File: config.mk
export PLATFORM = sky130hd
export DESIGN_NAME = i2sout_flat
export DESIGN_NICKNAME = d
export VERILOG_FILES = /design/src/rtl/i2sout_if.sv /design/src/rtl/i2sout.sv /design/src/flat_wrapper.sv
export SDC_FILE = /design/constraint.sdc
export NUM_CORES = 1
export LEC_CHECK = 0
export CORE_MARGIN = 2
export CORE_UTILIZATION = 55
export CTS_BUF_LIST = sky130_fd_sc_hd__clkbuf_4 sky130_fd_sc_hd__clkbuf_8
export DETAILED_ROUTE_END_ITERATION = 8
export GPL_ROUTABILITY_DRIVEN = 1
export GPL_TIMING_DRIVEN = 1
export PLACE_DENSITY_LB_ADDON = 0.08
export SLEW_MARGIN = 25
export SYNTH_ARGS = -nofsm -noshare
export SYNTH_HDL_FRONTEND = slang
export SYNTH_SLANG_ARGS = --single-unit
export TNS_END_PERCENT = 5
File: constraint.sdc
create_clock -name sck -period 2.1 [get_ports sck]
set_input_delay 0.42 -clock sck [delete_from_list [all_inputs] [get_ports sck]]
set_output_delay 0.42 -clock sck [all_outputs]
set_load 0.01 [all_outputs]
File: src/rtl/i2sout_if.sv
// i2sout_if: sample-side ready/valid handshake plus the serial I2S outputs
// of the i2sout transmitter, bundled so benches and parents connect one port.
// The master modport is the sample producer; the slave modport is i2sout.
interface i2sout_if #(
  parameter int BITS_PRECISION = 24
);

  logic [BITS_PRECISION-1:0] in_left;
  logic [BITS_PRECISION-1:0] in_right;
  logic                      in_valid;
  logic                      in_ready;
  logic                      ws;
  logic                      sd;
  logic                      frame_start;
  logic                      underflow;

  modport master (
    output in_left,
    output in_right,
    output in_valid,
    input  in_ready,
    input  ws,
    input  sd,
    input  frame_start,
    input  underflow
  );

  modport slave (
    input  in_left,
    input  in_right,
    input  in_valid,
    output in_ready,
    output ws,
    output sd,
    output frame_start,
    output underflow
  );

endinterface

File: src/rtl/i2sout.sv
// i2sout: Philips I2S transmitter clocked by sck.
// A ready/valid sample pair enters a one-deep holding buffer and is moved
// into a 2*BITS_PRECISION shift register at the load edge (the posedge that
// ends frame slot k=0). ws low = left, high = right, MSB first, sd lags the
// ws edge by one sck.
// Optional feature: define I2SOUT_UNDERFLOW_HOLD_EN to repeat the last
// transmitted pair on underflow; by default an underflow frame is silence.
module i2sout #(
  parameter int BITS_PRECISION = 24
) (
  input  logic     sck,
  input  logic     rst,
  i2sout_if.slave  bus
);

  localparam int N  = BITS_PRECISION;
  localparam int W  = 2 * N;
  localparam int KW = $clog2(W);

  localparam logic [KW-1:0] K_ZERO = '0;
  localparam logic [KW-1:0] K_ONE  = KW'(1);
  localparam logic [KW-1:0] K_HALF = KW'(N);
  localparam logic [KW-1:0] K_LAST = KW'(W - 1);

  // frame slot counter and registered serial outputs
  logic [KW-1:0]  k_q, k_d;
  logic           ws_q, ws_d;
  logic           sd_q, sd_d;
  logic [W-1:0]   shift_q, shift_d;

  // one-deep holding buffer between the handshake and the shift register
  logic [N-1:0]   buf_l_q, buf_l_d;
  logic [N-1:0]   buf_r_q, buf_r_d;
  logic           buf_full_q, buf_full_d;

  // status pulses, both aligned to slot k=1
  logic           frame_start_q, frame_start_d;
  logic           underflow_q, underflow_d;

`ifdef I2SOUT_UNDERFLOW_HOLD_EN
  // last pair moved into the shift register, replayed on underflow
  logic [W-1:0]   last_q, last_d;
`endif

  // decoded events of the current cycle
  logic           load_edge;
  logic           accept;
  logic [W-1:0]   load_val;

  // slot counter wraps every frame; ws is precomputed from the next slot so it is a flop
  always_comb begin
    k_d = (k_q == K_LAST) ? K_ZERO : k_q + K_ONE;
    ws_d = (k_d >= K_HALF);
  end

  // buffer handshake, load-edge selection and MSB-first shifting
  always_comb begin
    load_edge     = (k_q == K_ZERO);
    accept        = bus.in_valid && !buf_full_q;
    load_val      = '0;
    buf_l_d       = buf_l_q;
    buf_r_d       = buf_r_q;
    buf_full_d    = buf_full_q;
    shift_d       = {shift_q[W-2:0], 1'b0};
    sd_d          = shift_q[W-1];
    frame_start_d = 1'b0;
    underflow_d   = 1'b0;
`ifdef I2SOUT_UNDERFLOW_HOLD_EN
    last_d        = last_q;
`endif

    if (load_edge) begin
      frame_start_d = 1'b1;
      if (buf_full_q) begin
        load_val   = {buf_l_q, buf_r_q};
        buf_full_d = 1'b0;
      end else if (bus.in_valid) begin
        load_val = {bus.in_left, bus.in_right};
      end else begin
        underflow_d = 1'b1;
`ifdef I2SOUT_UNDERFLOW_HOLD_EN
        load_val = last_q;
`else
        load_val = '0;
`endif
      end
      // the MSB goes straight to sd so it appears at k=1; the rest stays queued
      sd_d    = load_val[W-1];
      shift_d = {load_val[W-2:0], 1'b0};
`ifdef I2SOUT_UNDERFLOW_HOLD_EN
      last_d  = load_val;
`endif
    end else if (accept) begin
      buf_l_d    = bus.in_left;
      buf_r_d    = bus.in_right;
      buf_full_d = 1'b1;
    end
  end

  // state register with synchronous reset; reset mid-frame drops any buffered pair
  always_ff @(posedge sck) begin
    if (rst) begin
      k_q           <= '0;
      ws_q          <= 1'b0;
      sd_q          <= 1'b0;
      shift_q       <= '0;
      buf_l_q       <= '0;
      buf_r_q       <= '0;
      buf_full_q    <= 1'b0;
      frame_start_q <= 1'b0;
      underflow_q   <= 1'b0;
`ifdef I2SOUT_UNDERFLOW_HOLD_EN
      last_q        <= '0;
`endif
    end else begin
      k_q           <= k_d;
      ws_q          <= ws_d;
      sd_q          <= sd_d;
      shift_q       <= shift_d;
      buf_l_q       <= buf_l_d;
      buf_r_q       <= buf_r_d;
      buf_full_q    <= buf_full_d;
      frame_start_q <= frame_start_d;
      underflow_q   <= underflow_d;
`ifdef I2SOUT_UNDERFLOW_HOLD_EN
      last_q        <= last_d;
`endif
    end
  end

  assign bus.in_ready    = !buf_full_q;
  assign bus.ws          = ws_q;
  assign bus.sd          = sd_q;
  assign bus.frame_start = frame_start_q;
  assign bus.underflow   = underflow_q;

endmodule
File: src/flat_wrapper.sv
// flat-port wrapper written by rule: the top's interface ports become plain ports
module i2sout_flat 
#(
  parameter int BITS_PRECISION = 24
)
  (sck, rst, bus_in_left, bus_in_right, bus_in_valid, bus_in_ready, bus_ws, bus_sd, bus_frame_start, bus_underflow);
  i2sout_if #(.BITS_PRECISION(BITS_PRECISION)) bus_i ();
  input  logic sck;
  input  logic rst;
  input wire logic [$bits(bus_i.in_left)-1:0] bus_in_left;
  input wire logic [$bits(bus_i.in_right)-1:0] bus_in_right;
  input wire logic [$bits(bus_i.in_valid)-1:0] bus_in_valid;
  output wire logic [$bits(bus_i.in_ready)-1:0] bus_in_ready;
  output wire logic [$bits(bus_i.ws)-1:0] bus_ws;
  output wire logic [$bits(bus_i.sd)-1:0] bus_sd;
  output wire logic [$bits(bus_i.frame_start)-1:0] bus_frame_start;
  output wire logic [$bits(bus_i.underflow)-1:0] bus_underflow;
  assign bus_i.in_left = bus_in_left;
  assign bus_i.in_right = bus_in_right;
  assign bus_i.in_valid = bus_in_valid;
  assign bus_in_ready = bus_i.in_ready;
  assign bus_ws = bus_i.ws;
  assign bus_sd = bus_i.sd;
  assign bus_frame_start = bus_i.frame_start;
  assign bus_underflow = bus_i.underflow;
  i2sout #(.BITS_PRECISION(BITS_PRECISION)) u_core (.sck(sck), .rst(rst), .bus(bus_i));
endmodule
==> out/results.txt <==
TritonCTS clock tree = built
ys flop type = dfxtp_1
Rows = 32
VDD IR max = 560 uV
HP Start = u_core.shift_q[22]$_SDFF_PP0_
switching power = 1180 uW
Synth cell types = 30
Layout Nets = 564
top post-synthesis cells by count = dfxtp_1, nor2_1, nor3_1, and3_1
Setup Crit Path Kind = flip-flop to flip-flop
hold_buf cts = 0
CP cell instances = inv_1 > ha_1 > a311oi_4 > buf_12 > mux2i_1 > nor2_1
H-tree lvl count = 3
# setup viols final = 0
CTS buffer count = 9
Reg clk slew, reported paths = 0.09 ns
syn_nets = 530
non-filler cells, final = 618
EDFF count, synth = 0
largest net degree at the start of global routing = 53
CP arrival = 2.04 ns
n_diodes = 0
# Max-Cap Violations = 0
Leak = 0.00205 uW
sequential power share = 49.6%
outcome = finished clean
sw frac = 25.9%
HPWL after detailed placement = 5.25 mm
most frequent cell after synthesis = dfxtp_1
Post-CTS Setup Bufs = 0
Iter 0 DRT Violations = 162
synthesized area = 4310 sq um
first-pass GRT wire length = 15.5 mm
die area = 8560 sq um
#FFs+latches synth = 106
Pint = 3390 uW
CTS sink cnt = 106
fillcell total = 616
Via density = 5.60
Synth Instances = 477
Clock Path Buffers = 2
Worst Path Required = 2.34 ns
Hold Violations, Final = 0
Final Max Tran Viols = 0
CP Max Fanout = 28
crit path launch = u_core.k_q[0]$_SDFF_PP0_
critical path's slowest cell = dfxtp_1
Synth area leader = dfxtp_1
clock share of power = 32.5%
minimum clock period = 1.81 ns
sequential area share after synthesis = 49.2%
CTS resizes = 0
routability cong. = 0.738
period utilization = 86.0%
DRC Markers = 0
pre-CTS setup slack = 0.0433 ns
share of post-route cells with drive strength above 1 = 6.59%
YS warnings = 0
Placed Area = 4910 sq um
hold crit path type = flip-flop to flip-flop
grt peak-use layer = met2
reg2reg start = u_core.k_q[0]$_SDFF_PP0_
core area = 7650 sq um
Worst-Margin Slew = 0.543 ns
Crit. End Element = flip-flop
die height = 92.5 microns
PnR worst setup slack = 0.295 ns
CP max stage delay = 0.45 ns
GR Util met3 = 4.39%
clock root buffer = clkbuf_8
share of the synthesized area in the top cell type = 49.2%
antenna violations before repair = 0
FMAX = 554 MHz
# port buffers = 55
post-DR wirelength/cell = 14.4 microns
Mean Syn Cell Area = 9.04 sq um
Slew HR = 63.8%
Overflow after GRT = 0
clock skew = 0.00978 ns
placed insts = 602
Routed Antenna Nets = 0
DIE WIDTH = 92.5 microns
via count = 3459
worst skew pair latency = 0.36 ns
CP top delay family = flip-flops
global-route usage over all layers = 22.2%
Total Power = 4580 uW
RSZ-0062 raised after global routing = no
P&R area growth vs syn = 19.7%
FFs w/ async S/R, synth = 0%
I/O Pins = 56
pwr dens = 887 nW/um^2
CP Buf/Inv Count = 2
crit path launch type = flip-flop
Comb pwr share = 17.9%
synth top area cells = dfxtp_1, mux2i_1, nor2_1, a211oi_1, and3_1
total negative slack = 0 ns
DRT Wirelength = 8.89 mm
first-pass detailed-route iteration total = 4
met1 usage = 27.5%
post-layout instance area = 5160 sq um
Starting Density = 56.4%
vias in the first global route = 3421
met2 usage = 38.5%
[area by class of cell]
class                      instances  area [sq um]  area share (%)
clock inverter                     6           115            2.23
clock buffer                      10           131            2.55
tap                              102           128            2.47
timing repair buffer              67           676            13.1
sequential                       106          2120            41.1
inverter                           4          15.0           0.291
multi-input combinational        323          1970            38.2
[layer usage]
layer	vias to the layer above	routed length, microns
li1	1746	-
met1	1635	4070
met2	66	4320
met3	12	361
met4	0	135
met5	-	0
[path summary, 6_finish.rpt]
check / end / slack, ns / cells after the start
worst min register to register: u_core.shift_q[23]$_SDFF_PP0_ / 0.48 / 2
worst min-delay path: u_core.shift_q[23]$_SDFF_PP0_ / 0.48 / 2
worst max-delay path: u_core.buf_l_q[22]$_SDFFE_PP0P_ / 0.29 / 6
worst max register to register: u_core.buf_l_q[22]$_SDFFE_PP0P_ / 0.29 / 6
[cells by family after synthesis]
| group | count (synthesis) | share of synthesized area (%) |
|---|---|---|
| simple gates | 212 | 23.1 |
| flops | 106 | 49.2 |
| compound gates | 59 | 10.1 |
| buf+inv | 48 | 5.40 |
| mux | 48 | 11.1 |
| xor+xnor | 2 | 0.406 |
| fa+ha+maj | 2 | 0.580 |
[power groups by stage]
stage / sequential (uW) / clock, uW / combinational [uW]
2_1_floorplan: 2300 / 0 / 581
3_3_place_gp: 2310 / 0 / 811
3_5_place_dp: 2320 / 0 / 823
4_1_cts: 2270 / 1530 / 828
5_1_grt: 2290 / 1600 / 917
6_report: 2270 / 1490 / 820
[through the flow]
step,hold slack [ns],util [%]
2_1_floorplan,0.461,-
3_3_place_gp,0.466,64.3
3_5_place_dp,0.469,64.3
4_1_cts,0.480,67.5
5_1_grt,0.491,67.5
6_report,0.484,67.5
[flip-flops by register name, summed over array words and instances, names as in the netlist]
signal                  cells
u_core.bus.ws               1
u_core.bus.frame_start      1
u_core.buf_full_q           1
u_core.buf_l_q             24
u_core.bus.underflow        1
u_core.bus.sd               1
u_core.shift_q             47
u_core.buf_r_q             24
u_core.k_q                  6
[layout by cell type, fill, tap and decap left out, types with 2 or more instances in the layout]
cell,Yosys,final
dfxtp_1,106,105
nor2_1,103,103
clkdlybuf4s50_1,0,54
nor3_1,50,50
mux2i_1,48,48
and3_1,49,48
a211oi_1,48,48
buf_4,2,10
clkbuf_8,0,9
a21oi_1,5,5
nand3_1,5,4
inv_1,3,3
bufinv_16,0,3
buf_12,2,3
ha_1,2,2
clkinv_4,0,2
[tightest hold or removal path, stage by stage (launching register included)]
cell and delay (ns):
dfxtp_1 0.31, nor2_1 0.09, nor3_1 0.05
(Power assumes the default switching activity.)
